$ cat src/rtl/idac_ctrl_if.sv
// Bus between a DAC code requester and idac_ctrl: target handshake, ramp
// controls, and the registered DAC pin / status outputs.
interface idac_ctrl_if #(
    parameter int PER_W = 16
);
    logic             en_i;
    logic [4:0]       cal_i;
    logic [7:0]       target_i;
    logic             target_valid_i;
    logic             target_ready_o;
    logic             ramp_en_i;
    logic [7:0]       step_i;
    logic [PER_W-1:0] period_i;
    logic             dac_en_o;
    logic             dac_refresh_o;
    logic [4:0]       dac_cal_o;
    logic [7:0]       dac_in_o;
    logic [7:0]       cur_code_o;
    logic             busy_o;
    logic             done_o;

    modport master (
        output en_i, cal_i, target_i, target_valid_i, ramp_en_i, step_i, period_i,
        input  target_ready_o, dac_en_o, dac_refresh_o, dac_cal_o, dac_in_o,
               cur_code_o, busy_o, done_o
    );

    modport slave (
        input  en_i, cal_i, target_i, target_valid_i, ramp_en_i, step_i, period_i,
        output target_ready_o, dac_en_o, dac_refresh_o, dac_cal_o, dac_in_o,
               cur_code_o, busy_o, done_o
    );
endinterface

$ cat src/rtl/idac_ctrl.sv
// Current-DAC update controller: latches a target code and walks the DAC
// there through SETUP/PULSE refresh cycles, optionally ramping in steps.
module idac_ctrl #(
    parameter int SETUP_CYC = 2,
    parameter int PULSE_CYC = 2,
    parameter int PER_W     = 16
) (
    input logic        clk_i,
    input logic        rst_i,
    idac_ctrl_if.slave bus
);
    typedef enum logic [2:0] {OFF, IDLE, SETUP, PULSE, WAIT} state_t;

    localparam logic [7:0] SETUP_LD = 8'(SETUP_CYC - 1);
    localparam logic [7:0] PULSE_LD = 8'(PULSE_CYC - 1);

    state_t           state_r;
    logic [7:0]       target_r;
    logic [7:0]       cnt_r;
    logic [PER_W-1:0] wcnt_r;
    logic [PER_W-1:0] period_r;
    logic             dac_en_r;
    logic             refresh_r;
    logic [4:0]       cal_r;
    logic [7:0]       din_r;
    logic [7:0]       cur_r;
    logic             ready_r;
    logic             busy_r;
    logic             done_r;

    logic [7:0] tgt_sel;
    logic [7:0] nxt_code;
    logic       go_setup;

    // One step toward tgt without wrapping; a zero step still makes progress.
    function automatic logic [7:0] next_code(input logic [7:0] cur, input logic [7:0] tgt,
                                             input logic ramp, input logic [7:0] step);
        logic [7:0] st;
        logic [7:0] diff;
        st = (step == 8'd0) ? 8'd1 : step;
        if (!ramp || cur == tgt) return tgt;
        if (tgt > cur) begin
            diff = tgt - cur;
            return (diff <= st) ? tgt : cur + st;
        end
        diff = cur - tgt;
        return (diff <= st) ? tgt : cur - st;
    endfunction

    // A fresh handshake uses the incoming target; ramp continuations use the stored one.
    always_comb begin
        tgt_sel  = (state_r == IDLE) ? bus.target_i : target_r;
        nxt_code = next_code(cur_r, tgt_sel, bus.ramp_en_i, bus.step_i);
        go_setup = 1'b0;
        if (bus.en_i) begin
            case (state_r)
                IDLE:    go_setup = bus.target_valid_i && ready_r;
                PULSE:   go_setup = (cnt_r == 8'd0) && (cur_r != target_r) && (period_r == '0);
                WAIT:    go_setup = (wcnt_r == '0);
                default: go_setup = 1'b0;
            endcase
        end
    end

    always_ff @(posedge clk_i or posedge rst_i) begin
        if (rst_i) begin
            state_r   <= OFF;
            target_r  <= 8'd0;
            cnt_r     <= 8'd0;
            wcnt_r    <= '0;
            period_r  <= '0;
            dac_en_r  <= 1'b0;
            refresh_r <= 1'b0;
            cal_r     <= 5'd0;
            din_r     <= 8'd0;
            cur_r     <= 8'd0;
            ready_r   <= 1'b0;
            busy_r    <= 1'b0;
            done_r    <= 1'b0;
        end else if (!bus.en_i) begin
            // Disabling clears the DAC latch, so the mirrored code goes to 0 too.
            state_r   <= OFF;
            target_r  <= 8'd0;
            cnt_r     <= 8'd0;
            wcnt_r    <= '0;
            dac_en_r  <= 1'b0;
            refresh_r <= 1'b0;
            cur_r     <= 8'd0;
            ready_r   <= 1'b0;
            busy_r    <= 1'b0;
            done_r    <= 1'b0;
            if (state_r == OFF || state_r == IDLE) cal_r <= bus.cal_i;
        end else begin
            done_r <= 1'b0;
            case (state_r)
                OFF: begin
                    cal_r    <= bus.cal_i;
                    state_r  <= IDLE;
                    dac_en_r <= 1'b1;
                    ready_r  <= 1'b1;
                end
                IDLE: begin
                    cal_r <= bus.cal_i;
                    if (go_setup) begin
                        target_r <= bus.target_i;
                        ready_r  <= 1'b0;
                    end
                end
                SETUP: begin
                    if (cnt_r == 8'd0) begin
                        state_r   <= PULSE;
                        refresh_r <= 1'b1;
                        cur_r     <= din_r;
                        cnt_r     <= PULSE_LD;
                    end else begin
                        cnt_r <= cnt_r - 8'd1;
                    end
                end
                PULSE: begin
                    if (cnt_r != 8'd0) begin
                        cnt_r <= cnt_r - 8'd1;
                    end else begin
                        refresh_r <= 1'b0;
                        if (cur_r == target_r) begin
                            state_r <= IDLE;
                            done_r  <= 1'b1;
                            busy_r  <= 1'b0;
                            ready_r <= 1'b1;
                        end else if (period_r != '0) begin
                            state_r <= WAIT;
                            wcnt_r  <= period_r - 1'b1;
                        end
                    end
                end
                WAIT: begin
                    if (wcnt_r != '0) wcnt_r <= wcnt_r - 1'b1;
                end
                default: state_r <= OFF;
            endcase
            // Every path into SETUP samples the ramp controls and presents the new code.
            if (go_setup) begin
                state_r  <= SETUP;
                din_r    <= nxt_code;
                cnt_r    <= SETUP_LD;
                busy_r   <= 1'b1;
                period_r <= bus.period_i;
            end
        end
    end

    assign bus.target_ready_o = ready_r;
    assign bus.dac_en_o       = dac_en_r;
    assign bus.dac_refresh_o  = refresh_r;
    assign bus.dac_cal_o      = cal_r;
    assign bus.dac_in_o       = din_r;
    assign bus.cur_code_o     = cur_r;
    assign bus.busy_o         = busy_r;
    assign bus.done_o         = done_r;
endmodule

$ cat src/flat_wrapper.sv
// flat-port wrapper written by rule: the top's interface ports become plain ports
module idac_ctrl_flat 
#(
    parameter int SETUP_CYC = 2,
    parameter int PULSE_CYC = 2,
    parameter int PER_W     = 16
)
  (clk_i, rst_i, bus_en_i, bus_cal_i, bus_target_i, bus_target_valid_i, bus_ramp_en_i, bus_step_i, bus_period_i, bus_target_ready_o, bus_dac_en_o, bus_dac_refresh_o, bus_dac_cal_o, bus_dac_in_o, bus_cur_code_o, bus_busy_o, bus_done_o);
  idac_ctrl_if #(.PER_W(PER_W)) bus_i ();
  input logic clk_i;
  input logic rst_i;
  input wire logic [$bits(bus_i.en_i)-1:0] bus_en_i;
  input wire logic [$bits(bus_i.cal_i)-1:0] bus_cal_i;
  input wire logic [$bits(bus_i.target_i)-1:0] bus_target_i;
  input wire logic [$bits(bus_i.target_valid_i)-1:0] bus_target_valid_i;
  input wire logic [$bits(bus_i.ramp_en_i)-1:0] bus_ramp_en_i;
  input wire logic [$bits(bus_i.step_i)-1:0] bus_step_i;
  input wire logic [$bits(bus_i.period_i)-1:0] bus_period_i;
  output wire logic [$bits(bus_i.target_ready_o)-1:0] bus_target_ready_o;
  output wire logic [$bits(bus_i.dac_en_o)-1:0] bus_dac_en_o;
  output wire logic [$bits(bus_i.dac_refresh_o)-1:0] bus_dac_refresh_o;
  output wire logic [$bits(bus_i.dac_cal_o)-1:0] bus_dac_cal_o;
  output wire logic [$bits(bus_i.dac_in_o)-1:0] bus_dac_in_o;
  output wire logic [$bits(bus_i.cur_code_o)-1:0] bus_cur_code_o;
  output wire logic [$bits(bus_i.busy_o)-1:0] bus_busy_o;
  output wire logic [$bits(bus_i.done_o)-1:0] bus_done_o;
  assign bus_i.en_i = bus_en_i;
  assign bus_i.cal_i = bus_cal_i;
  assign bus_i.target_i = bus_target_i;
  assign bus_i.target_valid_i = bus_target_valid_i;
  assign bus_i.ramp_en_i = bus_ramp_en_i;
  assign bus_i.step_i = bus_step_i;
  assign bus_i.period_i = bus_period_i;
  assign bus_target_ready_o = bus_i.target_ready_o;
  assign bus_dac_en_o = bus_i.dac_en_o;
  assign bus_dac_refresh_o = bus_i.dac_refresh_o;
  assign bus_dac_cal_o = bus_i.dac_cal_o;
  assign bus_dac_in_o = bus_i.dac_in_o;
  assign bus_cur_code_o = bus_i.cur_code_o;
  assign bus_busy_o = bus_i.busy_o;
  assign bus_done_o = bus_i.done_o;
  idac_ctrl #(.SETUP_CYC(SETUP_CYC), .PULSE_CYC(PULSE_CYC), .PER_W(PER_W)) u_core (.clk_i(clk_i), .rst_i(rst_i), .bus(bus_i));
endmodule
$ cat config.mk
export PLATFORM = sky130hd
export DESIGN_NAME = idac_ctrl_flat
export DESIGN_NICKNAME = d
export VERILOG_FILES = /design/src/rtl/idac_ctrl_if.sv /design/src/rtl/idac_ctrl.sv /design/src/flat_wrapper.sv
export SDC_FILE = /design/constraint.sdc
export NUM_CORES = 1
export LEC_CHECK = 0
export CAP_MARGIN = 15
export CORE_ASPECT_RATIO = 1.5
export CORE_MARGIN = 2
export CORE_UTILIZATION = 45
export DETAILED_ROUTE_END_ITERATION = 10
export PLACE_DENSITY = 0.66
export SYNTH_ARGS = -nofsm -noshare
export SYNTH_HDL_FRONTEND = slang
export SYNTH_SLANG_ARGS = --single-unit
$ cat constraint.sdc
create_clock -name clk_i -period 12.25 [get_ports clk_i]
set_clock_uncertainty 0.15 [all_clocks]
set_input_delay 3.0625 -clock clk_i [delete_from_list [all_inputs] [get_ports clk_i]]
set_output_delay 3.0625 -clock clk_i [all_outputs]
set_load 0.02 [all_outputs]
==> out/results.txt, run 1 <==
Asr flop ratio synth: 1.00
Hpwl dp: 13.6 mm
Ant diodes: 0
Layout cells sized above 1: 0.0661
Pleak: 3.16 nW
Final min period: 7.25 ns
Critical Path RT: 12.32 ns
Maximum VDD drop: 0.0656 mV
Area contributors post-synth: dfrtp_1 (32%), ha_1 (9.0%), nand2_1 (6.4%)
Top-count cell post-synth: nand2_1
Setup_tns: 0 ns
Syn Area/Cell: 8.40 um2
Number of flops mapped to enable cells by yosys: 0
Grt ovf: 0
Most frequent cells after synthesis: nand2_1 (104), dfrtp_1 (77), nor2_1 (63), a21oi_1 (57), ha_1 (44)
Yosys cell types: 76
GRT Util Overall: 0.249
Top Metal Used: met4
H-tree depth: 3
PortBufs: 67
Die W: 98.9 um
CP endpoint kind: register
Die area: 14500 um2
Max-cap check violation count: 0
Global-route wire length before repair: 29.0 mm
Initial antenna violation count: 0
Cell Pwr Density: 139 nW/um2
CTS max path bufs: 2
Wire length on met2: 9.51 mm
Sequential area share after synthesis: 0.317
FP Rows: 52
Worst-path clk slew: 0.06 ns
M1 WL: 6.64 mm
Sw Share: 0.369
Final wirelength: 17.8 mm
Area share of the largest cell type after synthesis: 0.317
Clk sinks: 77
Pin count of the biggest net entering global routing: 78
Setup bufs post-CTS: 0
Drt pass-1 iters: 5
DR DRC count: 0
Layout area overhead: 17.1%
Crit Path Category: primary input to register
Gate power share: 0.363
CTS tree: built
Synth Warn #: 0
Clk_lat worst skew: 0.34 ns
Placer congestion estimate: 1.01
Clock root buffer: clkbuf_16
Die Y: 146 um
Crit path arrival time: 7.32 ns
Yosys reg bits: 77
CTS Hold Bufs: 0
Crit-path max FO: 5
Int Power: 0.000626 W
Power share of the sequential group: 0.351
Vias in the first global route: 5746
Final setup fails: 0
1st-iter DRT viols: 302
Final-report max-slew violation count: 0
Net count after synthesis: 813
Clock Power Share: 0.286
CP Launch Type: primary input
Syn Inst Count: 724
Syn Std Cell Area: 6080 um2
Final period util: 0.592
Drt wl/cell: 19.1 um
Post-Route Hold Slack: 0.356 ns
Hold Path Class: register to register
P_sw: 0.000366 W
Total vias in the final route: 5708
Worst Max-Slew Pin Slew: 1.00 ns
Synth Flop Type: dfrtp_1
Outcome: finished clean
FMAX: 138 MHz
Boundary Pins: 68
Avg Vias per Cell: 6.11
Layout Nets: 856
CTS buffer count: 9
Hold Vio Cnt, Final: 0
RSZ-0062 raised after global routing: no
Core area: 13300 um2
Slew HR: 0.333
Area leader, netlist: dfrtp_1
Starting density of the core: 0.456
DR WL met3: 602 um
Post-cts resize count: 0
Final ANT Viol Nets: 0
worst max-delay path, cell delays in order:
cell             delay (ns)
clkdlybuf4s50_1        0.47
nand4bb_1              0.14
o21ai_0                0.27
ha_1                   0.37
ha_1                   0.23
o21a_1                 0.23
a211o_1                0.24
a31o_2                 0.24
a21oi_1                0.17
xnor2_1                0.09
ha_1                   0.30
nand2_1                0.05
o21a_1                 0.18
o22ai_1                0.34
mux2_2                 0.31
nand2_1                0.14
and3_1                 0.22
a221o_1                0.25
cells in the final DEF (no fill, tap or decap), types with 11 or more instances in the layout:
cell / instances
a211oi_1: 11
a21o_1: 13
a21oi_1: 57
mux2i_1: 16
nor2_1: 63
nand2_1: 104
clkdlybuf4s50_1: 67
ha_1: 44
nor3_1: 20
xnor2_1: 17
o21ai_0: 34
inv_1: 34
xor2_1: 16
dfrtp_1: 77
nand4_1: 14
through the flow:
stage | cell area, um2 | utilization | total power (W) | cells | setup slack (ns)
after floorplan | 6080 | - | 0.000584 | 724 | 5.72
after global placement | 6790 | 0.509 | 0.000698 | 916 | 4.81
after detailed placement | 6790 | 0.509 | 0.000709 | 916 | 4.68
after CTS | 7100 | 0.533 | 0.000992 | 932 | 5.03
after global routing | 7130 | 0.534 | 0.00105 | 934 | 4.67
final | 7130 | 0.534 | 0.000992 | 934 | 5.00
kinds of logic after synthesis:
family	synth area share
AND/OR/NAND/NOR	0.219
flip-flops	0.317
buffers and inverters	0.0526
AO/OA/AOI/OAI	0.223
adder cells (fa/ha/maj)	0.100
XOR/XNOR	0.0475
multiplexers	0.0411
cell type report:
type	count	area (um2)
Inverter	36	135
Clock inverter	6	87.6
Multi-Input combinational cell	572	3840
Tap cell	162	203
Timing Repair Buffer	71	708
Clock buffer	10	229
Sequential cell	77	1930
Fill cell	1274	6210
power by group through the flow:
stage                     logic, W  clock network [W]  registers, W
final                     0.000360           0.000284      0.000348
after global routing      0.000398           0.000300      0.000355
after CTS                 0.000358           0.000287      0.000348
after detailed placement  0.000356                  0      0.000352
after global placement    0.000347                  0      0.000351
after floorplan           0.000234                  0      0.000351
final timing paths:
check / startpoint / to / slack [ns] / depth (start not counted)
min reg2reg: u_core.cnt_r[7]$_DFFE_PP0P_ / u_core.cnt_r[7]$_DFFE_PP0P_ / 0.36 / 1
min in group asynchronous: rst_i / u_core.bus.dac_cal_o[3]$_DFFE_PP0P_ / 3.20 / 3
max reg2reg: u_core.state_r[0]$_DFFE_PP0P_ / u_core.bus.dac_in_o[7]$_DFFE_PP0P_ / 7.06 / 16
max: bus_target_i[1] / u_core.bus.dac_in_o[7]$_DFFE_PP0P_ / 5.00 / 18
max in group asynchronous: rst_i / u_core.wcnt_r[5]$_DFFE_PP0P_ / 8.09 / 3
min: u_core.cnt_r[7]$_DFFE_PP0P_ / u_core.cnt_r[7]$_DFFE_PP0P_ / 0.36 / 1
metal layers:
layer  global-route usage  up-vias
met5                    0        -
met4                0.147        0
met3               0.0282       55
met2                0.450      174
met1                0.275     2779
li1                     -     2700
sequential cells by signal, indices dropped and copies added (netlist names), 3 cells and up:
| register | count |
|---|---|
| u_core.bus.cur_code_o | 8 |
| u_core.bus.dac_cal_o | 5 |
| u_core.bus.dac_in_o | 8 |
| u_core.cnt_r | 8 |
| u_core.period_r | 16 |
| u_core.state_r | 3 |
| u_core.target_r | 8 |
| u_core.wcnt_r | 16 |
Power figures use the tool's default switching activity.
==> inputs of run 2 (changes only) <==
--- a/config.mk
+++ b/config.mk
@@ -10,7 +10,7 @@
 export CORE_MARGIN = 2
 export CORE_UTILIZATION = 45
 export DETAILED_ROUTE_END_ITERATION = 10
-export PLACE_DENSITY = 0.66
+export PLACE_DENSITY = 0.69
 export SYNTH_ARGS = -nofsm -noshare
 export SYNTH_HDL_FRONTEND = slang
 export SYNTH_SLANG_ARGS = --single-unit
==> constraint.sdc (replaced) <==
create_clock -name clk_i -period 6.45 [get_ports clk_i]
set_clock_uncertainty 0.15 [all_clocks]
set_input_delay 1.6125 -clock clk_i [delete_from_list [all_inputs] [get_ports clk_i]]
set_output_delay 1.6125 -clock clk_i [all_outputs]
set_load 0.02 [all_outputs]
==> run 2 against run 1 <==
Effect of this change:
- die area is the same
- worst setup slack worse by 4.3 ns
- largest power group unchanged
- critical path depth shrank 1
- utilization did not move
- non-clock buffer count is 1 higher
- critical endpoint unchanged
- final cell count is the same
- cell area unchanged
- register-to-register slack got worse by 6.1 ns
- sequential share of layout area is the same
==> out/results.txt, run 2 (synthesis results as in run 1) <==
Clk_lat worst skew: 0.34 ns (about the same)
Setup_tns: 0 ns (unchanged)
Final Util: 0.534 (unchanged)
Post-cts resize count: 0 (unchanged)
Ant diodes: 0 (unchanged)
Worst-path clk slew: 0.06 ns (about the same)
Layout area overhead: 17.1% (unchanged)
Cell Pwr Density: 266 nW/um2 (+91%)
Critical Path RT: 6.52 ns (-5.80 ns)
Avg Vias per Cell: 6.06 (-0.79%)
Starting density of the core: 0.456 (unchanged)
Crit path arrival time: 5.82 ns (-1.50 ns)
CP endpoint kind: register
Crit Path Category: primary input to register
Most common cell after layout, fill and taps aside: nand2_1
H-tree depth: 3 (unchanged)
Initial antenna violation count: 0 (unchanged)
Die Y: 146 um (unchanged)
Pin count of the biggest net entering global routing: 78 (unchanged)
CTS max path bufs: 2 (unchanged)
Wire length on met2: 10.0 mm (+5.6%)
Final-report max-slew violation count: 0 (unchanged)
Final worst slack: 0.697 ns (-4.30 ns)
Layout cells sized above 1: 0.0661 (unchanged)
Die W: 98.9 um (unchanged)
CTS tree: built
Grt ovf: 0 (unchanged)
Boundary Pins: 68 (unchanged)
Top Metal Used: met4
Hold Path Class: register to register
Cells along the critical path: clkdlybuf4s50_1, nand4bb_1, o21ai_0, ha_1, a21boi_0, o21a_1, nor4_1, nor3_1, xor2_1, ha_1, nand4_1, nand2b_1, o22ai_1, mux2_2, nand2_1, and3_1, a221o_1
Core area: 13300 um2 (unchanged)
Drt pass-1 iters: 5 (unchanged)
Die area: 14500 um2 (unchanged)
Max-cap check violation count: 0 (unchanged)
PortBufs: 67 (unchanged)
Final wirelength: 18.4 mm (+3.0%)
DR DRC count: 0 (unchanged)
Clock root buffer: clkbuf_16
CP Launch Type: primary input
Crit path top cell by count: ha_1
Drt wl/cell: 19.7 um (+3.0%)
Slew HR: 0.323 (-0.0101)
Layout Nets: 857 (+0.12%)
Worst Max-Slew Pin Slew: 1.02 ns (+0.0152 ns)
Vias in the first global route: 5822 (+1.3%)
Final ANT Viol Nets: 0 (unchanged)
Most frequent cells in the layout: nand2_1 (104), dfrtp_1 (77), clkdlybuf4s50_1 (67)
Maximum VDD drop: 0.154 mV (+130%)
Hold Vio Cnt, Final: 0 (unchanged)
Final period util: 0.892
Global-route wire length before repair: 29.9 mm (+3.0%)
CTS Hold Bufs: 0 (unchanged)
Final setup fails: 0 (unchanged)
Area of the multi-input gates: 3840 um2 (unchanged)
Total vias in the final route: 5663 (-0.79%)
Clk sinks: 77 (unchanged)
Fillers: 1238 (-2.8%)
CP max stage delay: 0.49 ns (+0.02 ns)
Hpwl dp: 14.0 mm (+3.0%)
Pleak: 3.16 nW (about the same)
Largest registers: u_core.period_r: 16 flops, u_core.wcnt_r: 16 flops
FP Rows: 52 (unchanged)
Total power draw: 0.00190 W (+91%)
Final min period: 5.75 ns
CTS buffer count: 9 (unchanged)
FF/Latch Area: 1930 um2 (unchanged)
RSZ-0062 raised after global routing: no
Placer congestion estimate: 0.916 (-9.5%)
Crit-path max FO: 5 (unchanged)
Slowest stage cell, crit path: clkdlybuf4s50_1
Outcome: finished clean
GRT Util Overall: 0.258 (+0.00953)
1st-iter DRT viols: 311 (+3.0%)
FMAX: 174 MHz
DR WL met3: 652 um (+8.3%)
DP Worst Slack: 0.447 ns (-4.23 ns)
Setup bufs post-CTS: 0 (unchanged)
M1 WL: 6.79 mm (+2.2%)
## run 2: cell count changes in the layout (fill, tap and decap cells not counted), sizes merged
cell,before,now
clkinv,4,2
clkbuf,10,11
inv,36,35
buf,4,5
clkinvlp,0,1
## run 2: layout make-up
class / count / share of cell area
Inverter: 36 / 0.0191
Multi-Input combinational cell: 572 / 0.538
Timing Repair Buffer: 72 / 0.0994
Clock inverter: 4 / 0.0102
Tap cell: 162 / 0.0284
Sequential cell: 77 / 0.270
Clock buffer: 11 / 0.0341
## run 2: layer usage
metal | track usage | vias up
met5 | 0 | -
met4 | 0.129 | 0
met3 | 0.0306 | 48
met2 | 0.478 | 162
met1 | 0.285 | 2745
li1 | - | 2708
## run 2: power breakdown
group	internal (W)	switching [W]	total [W]
Combinational	0.000293	0.000392	0.000685
Clock	0.000347	0.000202	0.000549
Sequential	0.000557	0.000108	0.000665
## run 2: worst paths after layout
path / startpoint / slack (ns) / end / cells after the start
worst min register to register: u_core.bus.dac_en_o$_DFFE_PP0P_ / 0.35 / u_core.bus.dac_en_o$_DFFE_PP0P_ / 2
worst min-delay path: u_core.bus.dac_en_o$_DFFE_PP0P_ / 0.35 / u_core.bus.dac_en_o$_DFFE_PP0P_ / 2
min in group asynchronous: rst_i / 1.74 / u_core.bus.dac_in_o[6]$_DFFE_PP0P_ / 3
worst max register to register: u_core.state_r[0]$_DFFE_PP0P_ / 0.96 / u_core.bus.dac_in_o[7]$_DFFE_PP0P_ / 16
max in group asynchronous: rst_i / 3.72 / u_core.bus.dac_in_o[2]$_DFFE_PP0P_ / 3
worst max-delay path: bus_target_i[1] / 0.70 / u_core.bus.dac_in_o[7]$_DFFE_PP0P_ / 17
## run 2: critical path: cells and delay by family
family / cells / cell delay (ns)
simple gates: 7 / 1.38
fa+ha+maj: 2 / 0.70
xor+xnor: 1 / 0.17
compound gates: 5 / 1.17
mux: 1 / 0.29
buf+inv: 1 / 0.49
## run 2: metrics by stage
step,hold WS (ns),std cells,instance area [um2]
after floorplan,0.302,724,6080
after global placement,0.330,919,6810
after detailed placement,0.345,919,6810
after CTS,0.358,934,7130
after global routing,0.371,934,7130
final,0.347,934,7130
